--- src/rtl/seq_div_16_8_if.sv ---
// seq_div_16_8_if: operand/result valid-ready bundle for the sequential divider
interface seq_div_16_8_if #(
    parameter int N_DIVIDEND = 16,
    parameter int N_DIVISOR  = 8
);
    logic                  in_valid;
    logic                  in_ready;
    logic [N_DIVIDEND-1:0] IN1;
    logic [N_DIVISOR-1:0]  IN2;
    logic                  out_valid;
    logic                  out_ready;
    logic [N_DIVIDEND-1:0] Q;
    logic [N_DIVISOR-1:0]  R;
    logic                  div_by_zero;

    modport master (
        output in_valid, IN1, IN2, out_ready,
        input  in_ready, out_valid, Q, R, div_by_zero
    );

    modport slave (
        input  in_valid, IN1, IN2, out_ready,
        output in_ready, out_valid, Q, R, div_by_zero
    );
endinterface

--- src/rtl/seq_div_16_8.sv ---
// seq_div_16_8: restoring unsigned divider, one quotient bit per clock, valid/ready on both sides
module seq_div_16_8 #(
    parameter int N_DIVIDEND = 16,
    parameter int N_DIVISOR  = 8
) (
    input logic          clk,
    input logic          rst,
    seq_div_16_8_if.slave bus
);
    localparam int CW = $clog2(N_DIVIDEND + 1);

    typedef enum logic [1:0] {IDLE, CALC, DONE} state_t;

    state_t                state, state_n;
    logic [N_DIVIDEND-1:0] dvd, dvd_n;
    logic [N_DIVISOR-1:0]  dvs;
    logic [N_DIVISOR-1:0]  rem, rem_n;
    logic [N_DIVISOR:0]    t;
    logic [CW-1:0]         cnt;
    logic                  accept, zdiv, last, ge;
    logic [N_DIVIDEND-1:0] q_r;
    logic [N_DIVISOR-1:0]  r_r;
    logic                  dbz_r;

    assign bus.in_ready    = state == IDLE && !rst;
    assign bus.out_valid   = state == DONE;
    assign bus.Q           = q_r;
    assign bus.R           = r_r;
    assign bus.div_by_zero = dbz_r;

    assign accept = bus.in_valid && bus.in_ready;
    assign zdiv   = bus.IN2 == '0;
    assign last   = cnt == CW'(N_DIVIDEND - 1);

    // Compare at N_DIVISOR+1 bits; the kept remainder is always < divisor so it fits N_DIVISOR bits
    assign t     = {rem, dvd[N_DIVIDEND-1]};
    assign ge    = t >= {1'b0, dvs};
    assign rem_n = ge ? N_DIVISOR'(t - {1'b0, dvs}) : t[N_DIVISOR-1:0];
    assign dvd_n = {dvd[N_DIVIDEND-2:0], ge};

    always_comb begin
        state_n = state;
        state_n = state == IDLE ? (accept ? (zdiv ? DONE : CALC) : IDLE) :
                  state == CALC ? (last ? DONE : CALC) :
                  (bus.out_ready ? IDLE : DONE);
    end

    always_ff @(posedge clk) begin
        if (rst) state <= IDLE;
        else     state <= state_n;
    end

    always_ff @(posedge clk) begin
        if (rst) begin
            dvd   <= '0;
            dvs   <= '0;
            rem   <= '0;
            cnt   <= '0;
            q_r   <= '0;
            r_r   <= '0;
            dbz_r <= 1'b0;
        end else if (accept) begin
            dvd <= bus.IN1;
            dvs <= bus.IN2;
            rem <= '0;
            cnt <= '0;
            if (zdiv) begin
                q_r   <= '1;
                r_r   <= bus.IN1[N_DIVISOR-1:0];
                dbz_r <= 1'b1;
            end
        end else if (state == CALC) begin
            dvd <= dvd_n;
            rem <= rem_n;
            cnt <= cnt + 1'b1;
            if (last) begin
                q_r   <= dvd_n;
                r_r   <= rem_n;
                dbz_r <= 1'b0;
            end
        end
    end
endmodule
--- src/flat_wrapper.sv ---
// flat-port wrapper written by rule: the top's interface ports become plain ports
module seq_div_16_8_flat 
#(
    parameter int N_DIVIDEND = 16,
    parameter int N_DIVISOR  = 8
)
  (clk, rst, bus_in_valid, bus_IN1, bus_IN2, bus_out_ready, bus_in_ready, bus_out_valid, bus_Q, bus_R, bus_div_by_zero);
  seq_div_16_8_if #(.N_DIVIDEND(N_DIVIDEND), .N_DIVISOR(N_DIVISOR)) bus_i ();
  input logic clk;
  input logic rst;
  input wire logic [$bits(bus_i.in_valid)-1:0] bus_in_valid;
  input wire logic [$bits(bus_i.IN1)-1:0] bus_IN1;
  input wire logic [$bits(bus_i.IN2)-1:0] bus_IN2;
  input wire logic [$bits(bus_i.out_ready)-1:0] bus_out_ready;
  output wire logic [$bits(bus_i.in_ready)-1:0] bus_in_ready;
  output wire logic [$bits(bus_i.out_valid)-1:0] bus_out_valid;
  output wire logic [$bits(bus_i.Q)-1:0] bus_Q;
  output wire logic [$bits(bus_i.R)-1:0] bus_R;
  output wire logic [$bits(bus_i.div_by_zero)-1:0] bus_div_by_zero;
  assign bus_i.in_valid = bus_in_valid;
  assign bus_i.IN1 = bus_IN1;
  assign bus_i.IN2 = bus_IN2;
  assign bus_i.out_ready = bus_out_ready;
  assign bus_in_ready = bus_i.in_ready;
  assign bus_out_valid = bus_i.out_valid;
  assign bus_Q = bus_i.Q;
  assign bus_R = bus_i.R;
  assign bus_div_by_zero = bus_i.div_by_zero;
  seq_div_16_8 #(.N_DIVIDEND(N_DIVIDEND), .N_DIVISOR(N_DIVISOR)) u_core (.clk(clk), .rst(rst), .bus(bus_i));
endmodule
--- config.mk ---
export PLATFORM = sky130hd
export DESIGN_NAME = seq_div_16_8_flat
export DESIGN_NICKNAME = d
export VERILOG_FILES = /design/src/rtl/seq_div_16_8_if.sv /design/src/rtl/seq_div_16_8.sv /design/src/flat_wrapper.sv
export SDC_FILE = /design/constraint.sdc
export NUM_CORES = 1
export LEC_CHECK = 0
export CAP_MARGIN = 0
export CORE_MARGIN = 3
export CORE_UTILIZATION = 35
export DETAILED_ROUTE_END_ITERATION = 8
export SLEW_MARGIN = 0
export SYNTH_ARGS = -nofsm -noshare
export SYNTH_HDL_FRONTEND = slang
export SYNTH_SLANG_ARGS = --single-unit
--- constraint.sdc ---
create_clock -name clk -period 5.7 [get_ports clk]
set_input_delay 1.14 -clock clk [delete_from_list [all_inputs] [get_ports clk]]
set_output_delay 1.14 -clock clk [all_outputs]
set_load 0.01 [all_outputs]
==> results of run 1 <==
## cell type report
type                            instances  area [µm²]  share of cell area, %
Clock buffer                           12         155                   4.16
Clock inverter                          3        17.5                  0.469
Inverter                               11        41.3                   1.11
Multi-Input combinational cell        264        1540                   41.4
Sequential cell                        64        1280                   34.3
Tap cell                              102         128                   3.42
Timing Repair Buffer                   58         566                   15.2
## worst reg2reg max path, stage by stage (launching register included)
cell      delay (ns)
dfxtp_1         0.37
nor4b_4         0.28
buf_4           0.32
and3_1          0.56
nor2_2          0.20
or3_1           0.34
o21ai_1         0.10
a311oi_1        0.07
## power groups by stage
| stage | Sequential, mW | Combinational (mW) | Clock [mW] |
|---|---|---|---|
| floorplan | 0.493 | 0.168 | 0 |
| global placement | 0.498 | 0.225 | 0 |
| detailed placement | 0.498 | 0.227 | 0 |
| CTS | 0.488 | 0.229 | 0.356 |
| global route | 0.491 | 0.257 | 0.375 |
| finish | 0.488 | 0.229 | 0.346 |
## placed cells by master (no fill, tap or decap), drive strengths merged, types with 8 or more instances in the layout
cell           synthesis  layout
ha                    10      10
a21oi                 26      26
a311oi                 8       8
clkbuf                12      12
a31oi                 12      12
nor2                  43      43
clkdlybuf4s50          0      53
inv                   11      11
dfxtp                 64      64
nor3                  20      20
o21ai                 12      12
nor4                   8       8
nand2                 64      64
## cells by family (layout without fill, tap and decap cells)
logic type	after synthesis	count (layout)
simple gates	163	163
compound gates	79	79
flops	64	64
buf+inv	32	84
fa+ha+maj	11	11
xor+xnor	6	6
mux	5	5
## per-layer routing
layer / share of wire, % / vias to the layer above / track usage [%]
li1: - / 1367 / -
met1: 48 / 1217 / 21.6
met2: 45 / 71 / 24.8
met3: 6.1 / 7 / 6.07
met4: 0.73 / 0 / 3.30
met5: 0 / - / 0
## Yosys cell counts (6+ instances only)
master    instances  share of area (%)
ha_1             10                4.2
clkbuf_1         12                1.5
a31oi_1          12                2.5
a22oi_1           6                1.5
a311oi_1          8                2.4
nand2_1          63                8.0
nor3_1           20                3.4
o21ai_0           8                1.4
buf_2             9                1.5
dfxtp_1          64                 43
nor2_1           42                5.3
a21oi_1          25                4.2
nor4_1            8                1.7
inv_1            11                1.4
## registers in the layout, indices dropped and copies added (netlist names)
| register | count |
|---|---|
| u_core.bus.R | 8 |
| u_core.bus.div_by_zero | 1 |
| u_core.cnt | 5 |
| u_core.dvd | 16 |
| u_core.state | 2 |
| u_core.dvs | 8 |
| u_core.bus.Q | 16 |
| u_core.rem | 8 |
## worst max path at each step
stage	endpoint	cells after the start	slack [ns]	start
finish	u_core.bus.R[7]	9	2.42	rst
global placement	u_core.bus.R[7]	9	2.15	rst
floorplan	bus_in_ready	2	2.96	rst
detailed placement	u_core.bus.R[7]	9	2.06	rst
CTS	u_core.bus.R[7]	9	2.42	rst
global route	u_core.bus.R[7]	9	2.25	rst
## through the flow
step	util (%)	hold slack (ns)	power, mW	std cells	setup slack [ns]
final	46.8	0.459	1.06	514	2.42
after detailed placement	44.7	0.449	0.725	499	2.06
after CTS	46.8	0.459	1.07	514	2.42
after global routing	46.8	0.471	1.12	514	2.25
after floorplan	-	0.436	0.662	360	2.96
after global placement	44.7	0.444	0.722	499	2.15
==> results.sh, run 1 <==
export IMPL_cts_buffer_depth=2
export IMPL_fin_setup_tns_ns=0
export IMPL_root_buffer="clkbuf_8"
export IMPL_max_stage_delay_ns=0.54
export IMPL_synthArstFlopShare_pct=0
export IMPL_die_area_um2=9580
export IMPL_vdd_drop_max_mv=0.149
export IMPL_switching_share_pct=29.9
export IMPL_ys_seq_elements=64
export IMPL_cts_resized=0
export IMPL_synth_edf_count=0
export IMPL_htree_levels=3
export IMPL_critPathBufInv=3
export IMPL_coreArea_um2=7970
export IMPL_grt_max_degree=51
export IMPL_synth_compound_area_share_pct=17.5
export IMPL_ctsHoldBuffers=0
export IMPL_max_freq_ghz=0.305
export IMPL_grt_antenna_before_repair=0
export IMPL_p_leak_nw=1.34
export IMPL_yosys_warnings=0
export IMPL_syn_num_nets=399
export IMPL_setup_viol=0
export IMPL_synthFlopType="dfxtp_1"
export IMPL_reg2reg_setup_slack_ns=3.34
export IMPL_grt_pass1_vias=2504
export IMPL_rows=32
export IMPL_synth_area_mux_share_pct=2.20
export IMPL_die_w_um=97.9
export IMPL_critPathSlowestCell="and3_1"
export IMPL_clock_sinks=64
export IMPL_overflow=0
export IMPL_synth_distinct_cells=47
export IMPL_vias_per_cell=5.18
export IMPL_grt_usage_pct=16.1
export IMPL_status="completed"
export IMPL_worst_slew_pin_slew_ns=0.926
export IMPL_worstReg2RegStart="u_core.state[1]"
export IMPL_drt_total_wl_mm=7.53
export IMPL_cts_setup_buffers=0
export IMPL_cp_arrival_ns=3.48
export IMPL_ys_seq_area_share_pct=43.4
export IMPL_synth_top_family_by_area="simple AND/OR/NAND/NOR gates"
export IMPL_hold_depth=2
export IMPL_synthSimpleGateAreaFrac_pct=25.8
export IMPL_fillerInstances=801
export IMPL_first_pass_iters=4
export IMPL_hp_start="u_core.dvs[7]"
export IMPL_synth_area_per_cell_um2=8.21
export IMPL_die_h_um=97.9
export IMPL_path_cells="buf_2 > buf_4 > nor4b_4 > buf_4 > and3_1 > nor2_2 > or3_1 > o21ai_1 > a311oi_1"
export IMPL_dp_hpwl_mm=5.39
export IMPL_critPathLaunchType="input pin"
export IMPL_hp_class="reg2reg"
export IMPL_p_per_area_nw_per_um2=285
export IMPL_cp_data_required_time_ns=5.90
export IMPL_cpMostUsedCell="buf_4"
export IMPL_netlist_instances=360
export IMPL_synthToLayoutAreaGrowth_pct=26.3
export IMPL_crit_family="simple AND/OR/NAND/NOR gates"
export IMPL_maxCapViolations=0
export IMPL_io_pins=55
export IMPL_grt_pass1_wl_mm=12.4
export IMPL_clockPowerShare_pct=32.6
export IMPL_drc=0
export IMPL_syn_area_um2=2950
export IMPL_final_layout_size_suffix_gt1_share_pct=7.28
export IMPL_fin_crit_sh_pct=57.5
export IMPL_worst_setup_path_end_kind="register"
export IMPL_timing_final_crit_period_ns=3.28
export IMPL_drt_iter0_drc=115
export IMPL_path_clk_slew_ns=0.07
export IMPL_fin_skew_ns=0.00937
export IMPL_worstSkewPairLatency_ns=0.34
export IMPL_wl_per_cell_um=14.6
export IMPL_synth_xor_area_share_pct=1.78
export IMPL_worstRegToRegCells=7
export IMPL_final_hold_viol_count=0
export IMPL_antennaDiodeCount=0
export IMPL_layout_nets=447
export IMPL_rsz0062_at_grt="false"
export IMPL_final_cell_area_um2=3730
export IMPL_antenna_left=0
export IMPL_numPortBuffers=54
export IMPL_crit_fanout=50
export IMPL_hold_end="u_core.dvs[7]"
export IMPL_p_comb_share_pct=21.5
export IMPL_num_vias=2662
export IMPL_synth_adder_area_share_pct=4.91
export IMPL_criticalPathCategory="in2reg"
export IMPL_rr_endpoint="u_core.bus.R[7]"
export IMPL_p_sw_mw=0.317
export IMPL_dpl_cell_area_um2=3560
export IMPL_power_internal_mw=0.745
export IMPL_p_seq_share_pct=45.9
export IMPL_initial_core_util_pct=37.1
export IMPL_cts_tree="built"
export IMPL_cts_buffers=9
export IMPL_slew_viol_final=0
export IMPL_place_gp_congestion=0.766
export IMPL_slew_headroom_pct=38.1
Note: power is estimated with default switching activity, not from simulation.
==> inputs of run 2 (changes only) <==
- clock period: 5.7 -> 3.2 ns (I/O delays scaled with it)
==> results.sh, run 2 (same netlist as run 1, synthesis figures left out) <==
export IMPL_fin_setup_tns_ns=0
export IMPL_timing_final_crit_period_ns=2.38
export IMPL_vias_per_cell=5.10
export IMPL_fin_crit_sh_pct=74.4
export IMPL_endpoint="u_core.bus.R[0]"
export IMPL_first_pass_iters=4
export IMPL_register_area_um2=1280
export IMPL_grt_antenna_before_repair=0
export IMPL_cts_buffer_depth=2
export IMPL_worstReg2RegStart="u_core.dvs[4]"
export IMPL_numPortBuffers=54
export IMPL_num_vias=2653
export IMPL_dp_hpwl_mm=5.54
export IMPL_worst_slew_pin_slew_ns=0.648
export IMPL_worst_path_stages=7
export IMPL_critPathLaunch="bus_in_valid"
export IMPL_status="completed"
export IMPL_crit_fanout=10
export IMPL_cts_setup_buffers=0
export IMPL_coreArea_um2=7970
export IMPL_final_layout_size_suffix_gt1_share_pct=8.61
export IMPL_criticalPathCategory="in2reg"
export IMPL_die_area_um2=9580
export IMPL_p_total_mw=2.03
export IMPL_critPathLaunchType="input pin"
export IMPL_overflow=0
export IMPL_die_w_um=97.9
export IMPL_clock_sinks=64
export IMPL_worstSkewPairLatency_ns=0.34
export IMPL_mostFrequentLayoutCells="dfxtp_1 (64), nand2_1 (63), clkdlybuf4s50_1 (53)"
export IMPL_path_clk_slew_ns=0.07
export IMPL_final_hold_viol_count=0
export IMPL_cts_resized=0
export IMPL_final_common_cell="dfxtp_1"
export IMPL_grt_usage_pct=16.3
export IMPL_initial_core_util_pct=37.1
export IMPL_worst_setup_path_end_kind="register"
export IMPL_critPathBufInv=1
export IMPL_cts_tree="built"
export IMPL_drt_total_wl_mm=7.70
export IMPL_multi_input_area_um2=1540
export IMPL_p_leak_nw=1.39
export IMPL_grt_pass1_vias=2469
export IMPL_synthToLayoutAreaGrowth_pct=28.9
export IMPL_drt_iter0_drc=173
export IMPL_slew_headroom_pct=56.8
export IMPL_rr_endpoint="u_core.bus.R[2]"
export IMPL_worstRegToRegCells=8
export IMPL_critPathSlowestCell="nor4b_4"
export IMPL_fillerInstances=788
export IMPL_wl_per_cell_um=14.8
export IMPL_cp_data_required_time_ns=3.43
export IMPL_slew_viol_final=0
export IMPL_drc=0
export IMPL_cts_buffers=9
export IMPL_grt_pass1_wl_mm=12.6
export IMPL_post_route_util_pct=47.8
export IMPL_max_stage_delay_ns=0.52
export IMPL_vdd_drop_max_mv=0.287
export IMPL_place_gp_congestion=0.837
export IMPL_crit_family="simple AND/OR/NAND/NOR gates"
export IMPL_setup_viol=0
export IMPL_max_freq_ghz=0.420
export IMPL_hp_class="reg2reg"
export IMPL_path_cells="clkdlybuf4s50_1 > nor4b_4 > nand3_2 > nand2_1 > nor3b_1 > a31oi_1 > o21ai_0"
export IMPL_p_per_area_nw_per_um2=533
export IMPL_htree_levels=3
export IMPL_layout_nets=452
export IMPL_grt_max_degree=60
export IMPL_worst_hold_slack_ns=0.455
export IMPL_hold_depth=2
export IMPL_antennaDiodeCount=0
export IMPL_rows=32
export IMPL_ctsHoldBuffers=0
export IMPL_cp_arrival_ns=2.61
export IMPL_io_pins=55
export IMPL_reg2reg_setup_slack_ns=0.89
export IMPL_rsz0062_at_grt="false"
export IMPL_maxCapViolations=0
export IMPL_root_buffer="clkbuf_8"
export IMPL_fin_skew_ns=0.00708
export IMPL_antenna_left=0
export IMPL_die_h_um=97.9
==> run 2: cell types whose count changed in the layout (fill, tap and decap cells not counted), sizes merged <==
cell	change
clkbuf	-2
clkinvlp	-1
clkinv	+2
bufinv	+2
buf	+5
==> run 2: power breakdown <==
group | leakage, nW | internal, mW | switching (mW) | total, mW
Clock | 0.110 | 0.436 | 0.314 | 0.750
Sequential | 0.520 | 0.838 | 0.0317 | 0.869
Combinational | 0.760 | 0.175 | 0.235 | 0.410
Total | 1.39 | 1.45 | 0.581 | 2.03
==> run 2: per-stage QoR <==
stage,area (µm²),std cells,setup WS [ns]
global placement,3600,504,0.577
finish,3810,520,0.818
CTS,3810,520,0.834
floorplan,2950,360,1.08
global route,3810,520,0.661
detailed placement,3600,504,0.471
==> run 2: worst reg2reg max path, stage by stage, from the launching register on <==
cell	delay (ns)
dfxtp_1	0.33
inv_1	0.04
ha_1	0.31
a21o_1	0.23
a31o_1	0.20
o221ai_2	0.18
and2_1	0.32
mux2_4	0.34
o41ai_2	0.26
==> run 2: per-layer routing <==
layer  vias to the layer above  routed length (µm)  part of all wire [%]  GRT usage (%)
met5                         -                   0                     0              0
met4                         0                 102                   1.3           5.54
met3                         9                 536                   7.0           5.07
li1                       1372                   -                     -              -
met2                        71                3290                    43           24.6
met1                      1201                3770                    49           22.1
==> run 2: worst min-delay path by stage <==
| stage | from | end | slack (ns) |
|---|---|---|---|
| final | u_core.dvs[4] | u_core.dvs[4] | 0.45 |
| after global routing | u_core.dvs[2] | u_core.dvs[2] | 0.48 |
| after CTS | u_core.dvs[4] | u_core.dvs[4] | 0.46 |
| after detailed placement | u_core.dvs[4] | u_core.dvs[4] | 0.45 |
| after global placement | u_core.dvs[3] | u_core.dvs[3] | 0.44 |
| after floorplan | u_core.dvs[2] | u_core.dvs[2] | 0.44 |
==> run 2: area by class of cell <==
class / instances / share of cell area, %
inverters: 11 / 1.08
multi-input cells: 264 / 40.5
clock buffers: 10 / 3.35
repair buffers: 63 / 15.8
well taps: 102 / 3.35
flip-flops and latches: 64 / 33.6
clock inverters: 6 / 2.20
==> inputs of run 3 (changes only) <==
- clock period: 3.2 -> 2.3 ns (I/O delays scaled with it)
==> results.sh, run 3 (same netlist as run 1, synthesis figures left out) <==
export IMPL_worstSkewPairLatency_ns=0.35
export IMPL_critPathSlowestCell="dfxtp_1"
export IMPL_p_leak_nw=1.45
export IMPL_synthToLayoutAreaGrowth_pct=32.8
export IMPL_worst_slew_pin_slew_ns=0.659
export IMPL_rsz0062_at_grt="false"
export IMPL_critPathLaunchType="register"
export IMPL_htree_levels=3
export IMPL_max_freq_ghz=0.457
export IMPL_hold_depth=2
export IMPL_max_stage_delay_ns=0.33
export IMPL_drt_total_wl_mm=7.74
export IMPL_drc=0
export IMPL_numPortBuffers=54
export IMPL_setup_viol=0
export IMPL_slew_viol_final=0
export IMPL_cp_data_required_time_ns=2.55
export IMPL_mostFrequentLayoutCells="dfxtp_1 (64), nand2_1 (63), clkdlybuf4s50_1 (53)"
export IMPL_dp_hpwl_mm=5.61
export IMPL_rows=32
export IMPL_path_cells="inv_1 > ha_1 > a21o_1 > a31o_1 > o221ai_2 > and2_1 > mux2_4 > o41ai_2"
export IMPL_cts_buffers=9
export IMPL_antenna_left=0
export IMPL_die_w_um=97.9
export IMPL_grt_pass1_vias=2519
export IMPL_hp_class="reg2reg"
export IMPL_die_h_um=97.9
export IMPL_antennaDiodeCount=0
export IMPL_overflow=0
export IMPL_drt_iter0_drc=147
export IMPL_crit_family="compound AO/OA/AOI/OAI gates"
export IMPL_die_area_um2=9580
export IMPL_layout_nets=465
export IMPL_p_total_mw=2.93
export IMPL_grt_pass1_wl_mm=12.5
export IMPL_first_pass_iters=5
export IMPL_status="completed"
export IMPL_path_clk_slew_ns=0.07
export IMPL_p_per_area_nw_per_um2=747
export IMPL_hp_start="u_core.dvs[5]"
export IMPL_worstReg2RegStart="u_core.dvs[4]"
export IMPL_cts_buffer_depth=2
export IMPL_place_gp_congestion=0.874
export IMPL_root_buffer="clkbuf_8"
export IMPL_slew_headroom_pct=56.1
export IMPL_num_vias=2740
export IMPL_timing_final_crit_period_ns=2.19
export IMPL_vdd_drop_max_mv=0.447
export IMPL_clock_sinks=64
export IMPL_final_layout_size_suffix_gt1_share_pct=12.3
export IMPL_ctsHoldBuffers=0
export IMPL_fin_skew_ns=0.00925
export IMPL_worst_path_stages=8
export IMPL_io_pins=55
export IMPL_vias_per_cell=5.14
export IMPL_final_common_cell="dfxtp_1"
export IMPL_worstRegToRegCells=8
export IMPL_final_hold_viol_count=0
export IMPL_fin_setup_tns_ns=0
export IMPL_wl_per_cell_um=14.5
export IMPL_fin_crit_sh_pct=95.1
export IMPL_post_route_util_pct=49.2
export IMPL_coreArea_um2=7970
export IMPL_cts_tree="built"
export IMPL_maxCapViolations=0
export IMPL_cp_arrival_ns=2.44
export IMPL_initial_core_util_pct=37.1
export IMPL_grt_max_degree=60
export IMPL_grt_antenna_before_repair=0
export IMPL_worst_setup_path_end_kind="register"
export IMPL_crit_fanout=4
export IMPL_criticalPathCategory="reg2reg"
export IMPL_grt_usage_pct=16.2
export IMPL_critPathLaunch="u_core.dvs[4]"
export IMPL_critPathBufInv=1
## run 3: routing by layer
layer	GRT usage [%]	share of wire, %
met1	22.1	48
met3	4.57	5.6
met5	0	0
met4	5.43	1.6
met2	24.8	45
## run 3: worst paths after layout
check | slack (ns) | end
max reg2reg | 0.11 | u_core.bus.R[2]
max | 0.11 | u_core.bus.R[2]
min | 0.46 | u_core.dvs[5]
min reg2reg | 0.46 | u_core.dvs[5]
## run 3: layout make-up
class                           count  area (µm²)
Fill cell                         775        4040
Multi-Input combinational cell    264        1550
Sequential cell                    64        1280
Timing Repair Buffer               76         701
Tap cell                          102         128
Clock buffer                        9         124
Clock inverter                      7        95.1
Inverter                           11        41.3
## run 3: where the power goes
group          total [mW]  switching [mW]  internal [mW]
combinational       0.647           0.352          0.295
clock                1.08           0.465          0.611
sequential           1.21          0.0435           1.17
total                2.93           0.861           2.07
## run 3: timing repair
item	in CTS	in global routing
buffers inserted	0	3
endpoints found under the setup margin	0	4
gates resized for setup	0	3
## run 3: stage by stage
stage | instances | worst slack [ns] | hold slack (ns) | cell area [µm²]
CTS | 530 | 0.115 | 0.461 | 3890
global placement | 514 | 0.00654 | 0.446 | 3670
global route | 533 | 0.00831 | 0.479 | 3920
floorplan | 360 | 0.179 | 0.436 | 2950
detailed placement | 514 | -0.00608 | 0.450 | 3670
finish | 533 | 0.113 | 0.458 | 3920
## run 3: worst min-delay path, stage by stage (launching register included)
cell and delay (ns):
dfxtp_1 0.31, nand2_1 0.05, a21oi_1 0.05
